===== src/rtl/px_diff_stream.sv =====
// px_diff_stream
// Streaming colour-difference engine for packed {R,G,B} pixel pairs.
// It computes one of three distances between the current and the reference
// pixel:
//   - weighted L1
//   - max-channel
//   - weighted sum of squares
// The distance is saturated to D_W bits and compared against a threshold.
// The over-threshold results are counted per frame.
// The pipeline has two register stages that share one enable. A pair
// accepted in cycle N is presented in cycle N+2.
//
// Ports:
//   clk, rst_n          clock; asynchronous active-low reset
//   in_valid/in_ready   input handshake
//   in_px1, in_px2      current / reference pixel {R,G,B}
//   in_last             marks the last pair of a frame
//   mode                0=L1, 1=MAX, 2=SQ, 3=L1
//   thresh              over-threshold limit
//   out_valid/out_ready output handshake
//   out_diff            saturated difference
//   out_over            out_diff > thresh
//   out_last            in_last carried alongside the result
//   frame_count         over-threshold count of the last completed frame
//   frame_done          one-cycle pulse when frame_count updates
module px_diff_stream #(
  parameter int R_W     = 3,
  parameter int G_W     = 3,
  parameter int B_W     = 2,
  parameter int B_SHIFT = 1,
  parameter int D_W     = 8,
  parameter int CNT_W   = 20
) (
  input  logic                     clk,
  input  logic                     rst_n,
  input  logic                     in_valid,
  output logic                     in_ready,
  input  logic [R_W+G_W+B_W-1:0]   in_px1,
  input  logic [R_W+G_W+B_W-1:0]   in_px2,
  input  logic                     in_last,
  input  logic [1:0]               mode,
  input  logic [D_W-1:0]           thresh,
  output logic                     out_valid,
  input  logic                     out_ready,
  output logic [D_W-1:0]           out_diff,
  output logic                     out_over,
  output logic                     out_last,
  output logic [CNT_W-1:0]         frame_count,
  output logic                     frame_done
);

  localparam int PX_W  = R_W + G_W + B_W;
  localparam int DB_W  = B_W + B_SHIFT;
  localparam int MX_RG = (R_W > G_W) ? R_W : G_W;
  localparam int MX_W  = (MX_RG > DB_W) ? MX_RG : DB_W;
  // Three squares of MX_W-bit values fit in 2*MX_W+2 bits. The sum is kept at
  // least one bit wider than D_W so that the saturation compare is meaningful.
  localparam int SQ_W  = 2 * MX_W + 2;
  localparam int SUM_W = (SQ_W > D_W) ? SQ_W : D_W + 1;
  localparam logic [SUM_W-1:0] DMAX = {{(SUM_W-D_W){1'b0}}, {D_W{1'b1}}};

  logic en;
  logic xfer;

  logic [R_W-1:0]  r1, r2, dr_c;
  logic [G_W-1:0]  g1, g2, dg_c;
  logic [B_W-1:0]  b1, b2, db_raw;
  logic [DB_W-1:0] db_c;

  logic            s1_valid;
  logic            s1_last;
  logic [R_W-1:0]  s1_dr;
  logic [G_W-1:0]  s1_dg;
  logic [DB_W-1:0] s1_db;
  logic [1:0]      s1_mode;
  logic [D_W-1:0]  s1_thresh;

  logic [SUM_W-1:0] er, eg, eb, l1, mx, sq, raw;
  logic [D_W-1:0]   diff_c;
  logic             over_c;

  logic [CNT_W-1:0] acc, acc_inc;

  // Both stages advance together whenever the output register is empty or
  // is being drained this cycle.
  assign en       = !out_valid || out_ready;
  assign in_ready = en;
  assign xfer     = out_valid && out_ready;

  assign r1 = in_px1[PX_W-1 -: R_W];
  assign r2 = in_px2[PX_W-1 -: R_W];
  assign g1 = in_px1[G_W+B_W-1 -: G_W];
  assign g2 = in_px2[G_W+B_W-1 -: G_W];
  assign b1 = in_px1[B_W-1:0];
  assign b2 = in_px2[B_W-1:0];

  assign dr_c   = (r1 >= r2) ? r1 - r2 : r2 - r1;
  assign dg_c   = (g1 >= g2) ? g1 - g2 : g2 - g1;
  assign db_raw = (b1 >= b2) ? b1 - b2 : b2 - b1;
  assign db_c   = DB_W'(db_raw) << B_SHIFT;

  // Stage 1: per-channel absolute differences.
  // mode and thresh are captured here, so later changes only affect new pairs.
  always_ff @(posedge clk or negedge rst_n) begin
    if (!rst_n) begin
      s1_valid  <= 1'b0;
      s1_last   <= 1'b0;
      s1_dr     <= '0;
      s1_dg     <= '0;
      s1_db     <= '0;
      s1_mode   <= '0;
      s1_thresh <= '0;
    end else if (en) begin
      s1_valid  <= in_valid;
      s1_last   <= in_last;
      s1_dr     <= dr_c;
      s1_dg     <= dg_c;
      s1_db     <= db_c;
      s1_mode   <= mode;
      s1_thresh <= thresh;
    end
  end

  // Metric selection at full precision, followed by saturation and the
  // threshold compare on the saturated value.
  always_comb begin
    er = SUM_W'(s1_dr);
    eg = SUM_W'(s1_dg);
    eb = SUM_W'(s1_db);
    l1 = er + eg + eb;
    mx = er;
    if (eg > mx) mx = eg;
    if (eb > mx) mx = eb;
    sq = er * er + eg * eg + eb * eb;
    case (s1_mode)
      2'd1:    raw = mx;
      2'd2:    raw = sq;
      default: raw = l1;
    endcase
    if (raw > DMAX) diff_c = '1;
    else            diff_c = raw[D_W-1:0];
    over_c = diff_c > s1_thresh;
  end

  // Stage 2: the output register.
  always_ff @(posedge clk or negedge rst_n) begin
    if (!rst_n) begin
      out_valid <= 1'b0;
      out_diff  <= '0;
      out_over  <= 1'b0;
      out_last  <= 1'b0;
    end else if (en) begin
      out_valid <= s1_valid;
      out_diff  <= diff_c;
      out_over  <= over_c;
      out_last  <= s1_last;
    end
  end

  // The count saturates rather than wrapping.
  assign acc_inc = (out_over && (acc != '1)) ? acc + CNT_W'(1) : acc;

  // Per-frame accumulator. The last beat of a frame publishes the count,
  // including that beat's own contribution, and clears the accumulator.
  always_ff @(posedge clk or negedge rst_n) begin
    if (!rst_n) begin
      acc         <= '0;
      frame_count <= '0;
      frame_done  <= 1'b0;
    end else begin
      frame_done <= 1'b0;
      if (xfer) begin
        if (out_last) begin
          frame_count <= acc_inc;
          frame_done  <= 1'b1;
          acc         <= '0;
        end else begin
          acc <= acc_inc;
        end
      end
    end
  end

endmodule


===== config.mk =====
export PLATFORM = sky130hd
export DESIGN_NAME = px_diff_stream
export DESIGN_NICKNAME = d
export VERILOG_FILES = /design/src/rtl/px_diff_stream.sv
export SDC_FILE = /design/constraint.sdc
export NUM_CORES = 1
export LEC_CHECK = 0
export CORE_MARGIN = 1.5
export CORE_UTILIZATION = 51
export DETAILED_ROUTE_END_ITERATION = 16
export GPL_ROUTABILITY_DRIVEN = 0
export PLACE_DENSITY_LB_ADDON = 0.05
export SYNTH_ARGS = -nofsm -noshare
export SYNTH_HDL_FRONTEND = slang
export SYNTH_SLANG_ARGS = --single-unit

===== constraint.sdc =====
create_clock -name clk -period 3.5 [get_ports clk]
set_input_delay 0.525 -clock clk [delete_from_list [all_inputs] [get_ports clk]]
set_output_delay 0.525 -clock clk [all_outputs]
set_load 0.005 [all_outputs]

# == Word level (Yosys, flattened, before mapping) ==
# Index checks and enable logic that the tools add are counted.
# totals
regBits,72
output_inout_bits,33
in_bits,31
word_cells,54
# classes
n_mux,11
multipliers,3
magnitude_cmp,7
eq_ne,3
add_sub_neg,11
reduce_logical,5
# ops
op,n
2-to-1 mux 20 bit,2
adder 20 x 1 -> 20 bit (second input constant),1
!= test 20 bit (second input constant),1
one-hot mux 9 bit (2 select lines),1
multiplier 3 x 3 -> 6 bit,2
subtractor 3 bit,4
> comparator 3 x 9 -> 1 bit,1
> comparator 9 x 8 -> 1 bit (second input constant),1
2-to-1 mux 3 bit,3
2-to-1 mux 9 bit,1
adder 7 x 6 -> 8 bit,1
> comparator 8 bit,1
2-to-1 mux 8 bit,1
adder 6 x 6 -> 7 bit,1
>= comparator 3 bit,2
adder 4 x 3 -> 5 bit,1
adder 3 x 3 -> 4 bit,1
multiplier 2 x 2 -> 4 bit,1
subtractor 2 bit,2
> comparator 3 bit,1
equality test 2 x 1 -> 1 bit (second input constant),1
equality test 2 bit (second input constant),1
>= comparator 2 bit,1
logical AND 1 bit,2
other kinds (5),6

# == Depth between registers and ports, before layout ==
# depth
depth_word,8
depth_mapped,17
depth_no_buf,17

# == Least setup slack after synthesis ==
# OpenSTA, ideal clock, no wires.
# synth_timing
path_kind,register to register
from,register s1_dg[1]
to,register out_over
slack_ns,-0.155
arrival_time_ns,3.526
path_buffers,0
path_stages_with_launch,17
t_required_ns,3.370
cell_sequence,dfrtp_1 nor2b_1 ha_1 a21o_1 fa_1 fa_1 ha_1 a21o_1 a21oi_1 xnor2_1 nor2_1 ha_1 and3_1 o21ai_0 a31oi_1 a211oi_1 o21ai_0
# synth_between
elab_chain_len,8
elab_cells_between_ends,13
classes_between,add/sub (4); mul (1); order compare (4); mux (4)
# synth_rtl
element,line_no,source
start: declaration,73,logic [G_W-1:0] s1_dg;
start signal: assignment,117,s1_dg <= dg_c;
branches (longest 4 deep; another with adder 7 x 6 -> 8 bit),n/a,
one-hot mux 9 bit (2 select lines) (*),135,case (s1_mode)
> comparator 9 x 8 -> 1 bit,140,if (raw > DMAX) diff_c = '1;
2-to-1 mux 8 bit (*),140,
named net diff_c[6],79,logic [D_W-1:0] diff_c;
> comparator 8 bit (*),142,over_c = diff_c > s1_thresh;
end signal: assignment,155,out_over <= over_c;
end: declaration,46,"output logic out_over,"
# Mark *: on every way through the listed nets, which the timed path passes.
# A chain may end at the register's enable or synchronous reset.

# == Worst setup path after layout ==
# Ends and elaborated chain as after synthesis.

==> results.cfg <==
[power_and_ir_drop]
p_leak_nw = 2.67
ir_drop_mv = 0.357
power.density_nw_per_um2 = 538

[timing]
hold_viol = 0
finalCriticalPeriod_ns = 3.57
period_share_pct = 102
fin_ws_ns = -0.0674
rsz0062_at_grt = yes
hold_slack_ns = 0.375
slew_headroom_pct = 40.4
fmax_ghz = 0.280
setup_viol = 1
worst_pin_slew_ns = 0.894
fin_worst_skew_ns = 0.00949
maxSlewViolCount = 0
fin_setup_tns_ns = -0.0674

[routing]
viasPerCell = 5.63
drtIter0Drc = 106
drc = 0
avgRoutedWirePerCell_um = 15.3
wl_um = 10800
dr.pass1.iters = 4
num_vias = 3961
ant_nets = 0

[synth]
postSynth.asyncResetShare_pct = 100
synth.distinct_cells = 60
syn_inst = 519
syn_area_sq_um = 4790
syn_nets = 604
ys.flop_type = dfrtp_1
synth-seq-cells = 72
synth_seq_area_share_pct = 37.6
synth.avg_cell_area_sq_um = 9.23
synth_edf_count = 0
yosys_warnings = 0

[setup_path]
critPathRequiredTime_ns = 3.74
r2r-start = s1_dg[1]
arrival_ns = 3.81
crit_type = reg2reg
end_kind = flop
cp_max_fo = 3
slowest_delay_ns = 0.50
cp_cell_sequence = nor2b_4 -> ha_2 -> a21o_1 -> fa_2 -> fa_1 -> buf_4 -> fa_1 -> a21oi_1 -> nor3_1 -> ha_1 -> and3_4 -> o21ai_2 -> a31oi_1 -> a211oi_1 -> o21ai_1
crit_start = s1_dg[1]
start_kind = flop
worstRegToRegCells = 15
crit_path_top_delay_cell = fa_1
worst_path_most_repeated_cell = fa_1

[global_routing]
groute.usage.overall_pct = 23.2
overflow = 0
grt_pass1_wl_um = 18400
grt_max_degree = 73
antenna_found_initial = 0
grt_pass1_vias = 3987

[clocking]
clkTransAtPathRegs_ns = 0.08
clockBufferDepth = 2
worstSkewPairLatency_ns = 0.36
cts_sinks = 72
cts-root-buf = clkbuf_8
holdBufCountCts = 0
cts_max_level = 3
cts_made_buffers = 9
postCtsSetupRepairBufs = 0
cts_tree = yes

[outcome]
status = finished with violations
violations = negative setup slack

[cells_and_area]
fin_nets = 673
antenna_cells = 0
final_core_util_pct = 63.7
fill_cells = 787
drive_above_1_share_pct = 11.5
area_delta_synth_final_pct = 21.7

[run]
drv_cap = 0

[die]
core-area_sq_um = 9150
fp.dieH_um = 99.9
num_rows = 35
io_pins = 64
dieWidth_um = 99.9
die_area_sq_um = 9990
start_util_pct = 52.4

[hold_path]
worstHoldPathType = in2async

[placement]
dp_hpwl_um = 7820
dp_slack_ns = -0.111
portBuffers = 63
-- cell families after synthesis --
| family | Yosys count | synth area share [%] |
|---|---|---|
| DFF | 72 | 37.6 |
| xor gates and xnor gates | 15 | 2.74 |
| adders and majority gates | 54 | 16.0 |
| muxes | 10 | 2.19 |
| AOI/OAI and AO/OA | 135 | 17.9 |
| buffers and inverters | 63 | 6.14 |
| and+or+nand+nor | 170 | 17.5 |
-- registers in the layout, summed over array words and instances (netlist names), 2 cells and up --
register     cells
s1_db            2
frame_count     20
s1_dr            3
s1_thresh        8
acc             20
s1_dg            3
out_diff         8
s1_mode          2
-- layout by cell type (no fill, tap or decap), drive strengths merged, types with 2 or more instances in the layout --
cell	instances
a211oi	6
mux2	4
ha	42
a31oi	6
nor2b	8
nand3	9
nor3	4
and3	16
and2	5
a21oi	32
and4	4
o2111ai	2
nand2b	4
clkinv	5
a2111oi	4
o21ai	51
nor3b	3
inv	39
clkinvlp	2
buf	18
a41oi	3
mux2i	6
xor2	6
o211ai	6
xnor2	9
o31ai	6
dfrtp	72
clkdlybuf4s50	62
nor2	29
o21a	2
fa	12
a21o	9
nand4	5
a41o	2
nand2	72
or3	6
clkbuf	10
-- metrics by stage --
stage	total power, mW	cell area, sq um	cells
2_1_floorplan	1.92	4800	519
3_3_place_gp	2.38	5550	688
3_5_place_dp	2.44	5550	688
4_1_cts	3.09	5760	703
5_1_grt	3.38	5830	703
6_report	3.14	5830	703
-- cell usage after synthesis, drive strengths merged (8+ instances only) --
library cell  count  area (sq um)
dfrtp            72          1800
nand2            72           273
o21ai            51           259
ha               42           526
inv              39           146
a21oi            32           160
nor2             29           109
clkbuf           18          90.1
and3             16           103
fa               12           240
a21o              9          67.6
nand3             9          57.6
xnor2             9          78.8
nor2b             8          50.1
-- power by group --
part | switching, mW | internal, mW | leakage [nW] | total, mW
Sequential | 0.141 | 0.963 | 0.923 | 1.10
Clock | 0.333 | 0.271 | 0.0841 | 0.604
Combinational | 0.708 | 0.723 | 1.66 | 1.43
Total | 1.18 | 1.96 | 2.67 | 3.14
-- final timing paths --
kind	end	slack, ns
min in group clk	s1_valid	0.47
setup reg to reg	out_over	-0.07
hold reg to reg	s1_valid	0.47
hold / removal	frame_count[3]	0.37
setup / recovery	out_over	-0.07
max in group asynchronous	s1_dg[0]	2.49
-- worst max-delay path: cells and delay by family, from the launching register on --
kind | cells | cell delay [ns]
buffers and inverters | 1 | 0.16
and+or+nand+nor | 3 | 0.38
AOI/OAI and AO/OA | 6 | 0.74
DFF | 1 | 0.41
adders and majority gates | 5 | 1.75
-- repair_timing --
action / 4_1_cts / 5_1_grt
pin swaps: 1 / 7
resized for setup: 9 / 9
setup endpoints to repair: 1 / 1
-- per-layer routing --
metal	wire [um]	vias to the layer above	part of all wire [%]	track usage (%)
li1	-	1943	-	-
met1	4560	1936	42	27.8
met2	5720	70	53	41.7
met3	357	12	3.3	4.04
met4	122	0	1.1	8.88
met5	0	-	0	0
-- area by class of cell --
cell class              instances  area (sq um)  area share, %
well taps                     111           139           2.38
repair buffers                 80           753           12.9
clock inverters                 5          33.8          0.579
flip-flops and latches         72          1800           30.9
multi-input cells             384          2810           48.2
clock buffers                  10           138           2.36
inverters                      41           154           2.64
Note: power is estimated with default switching activity, not from simulation.
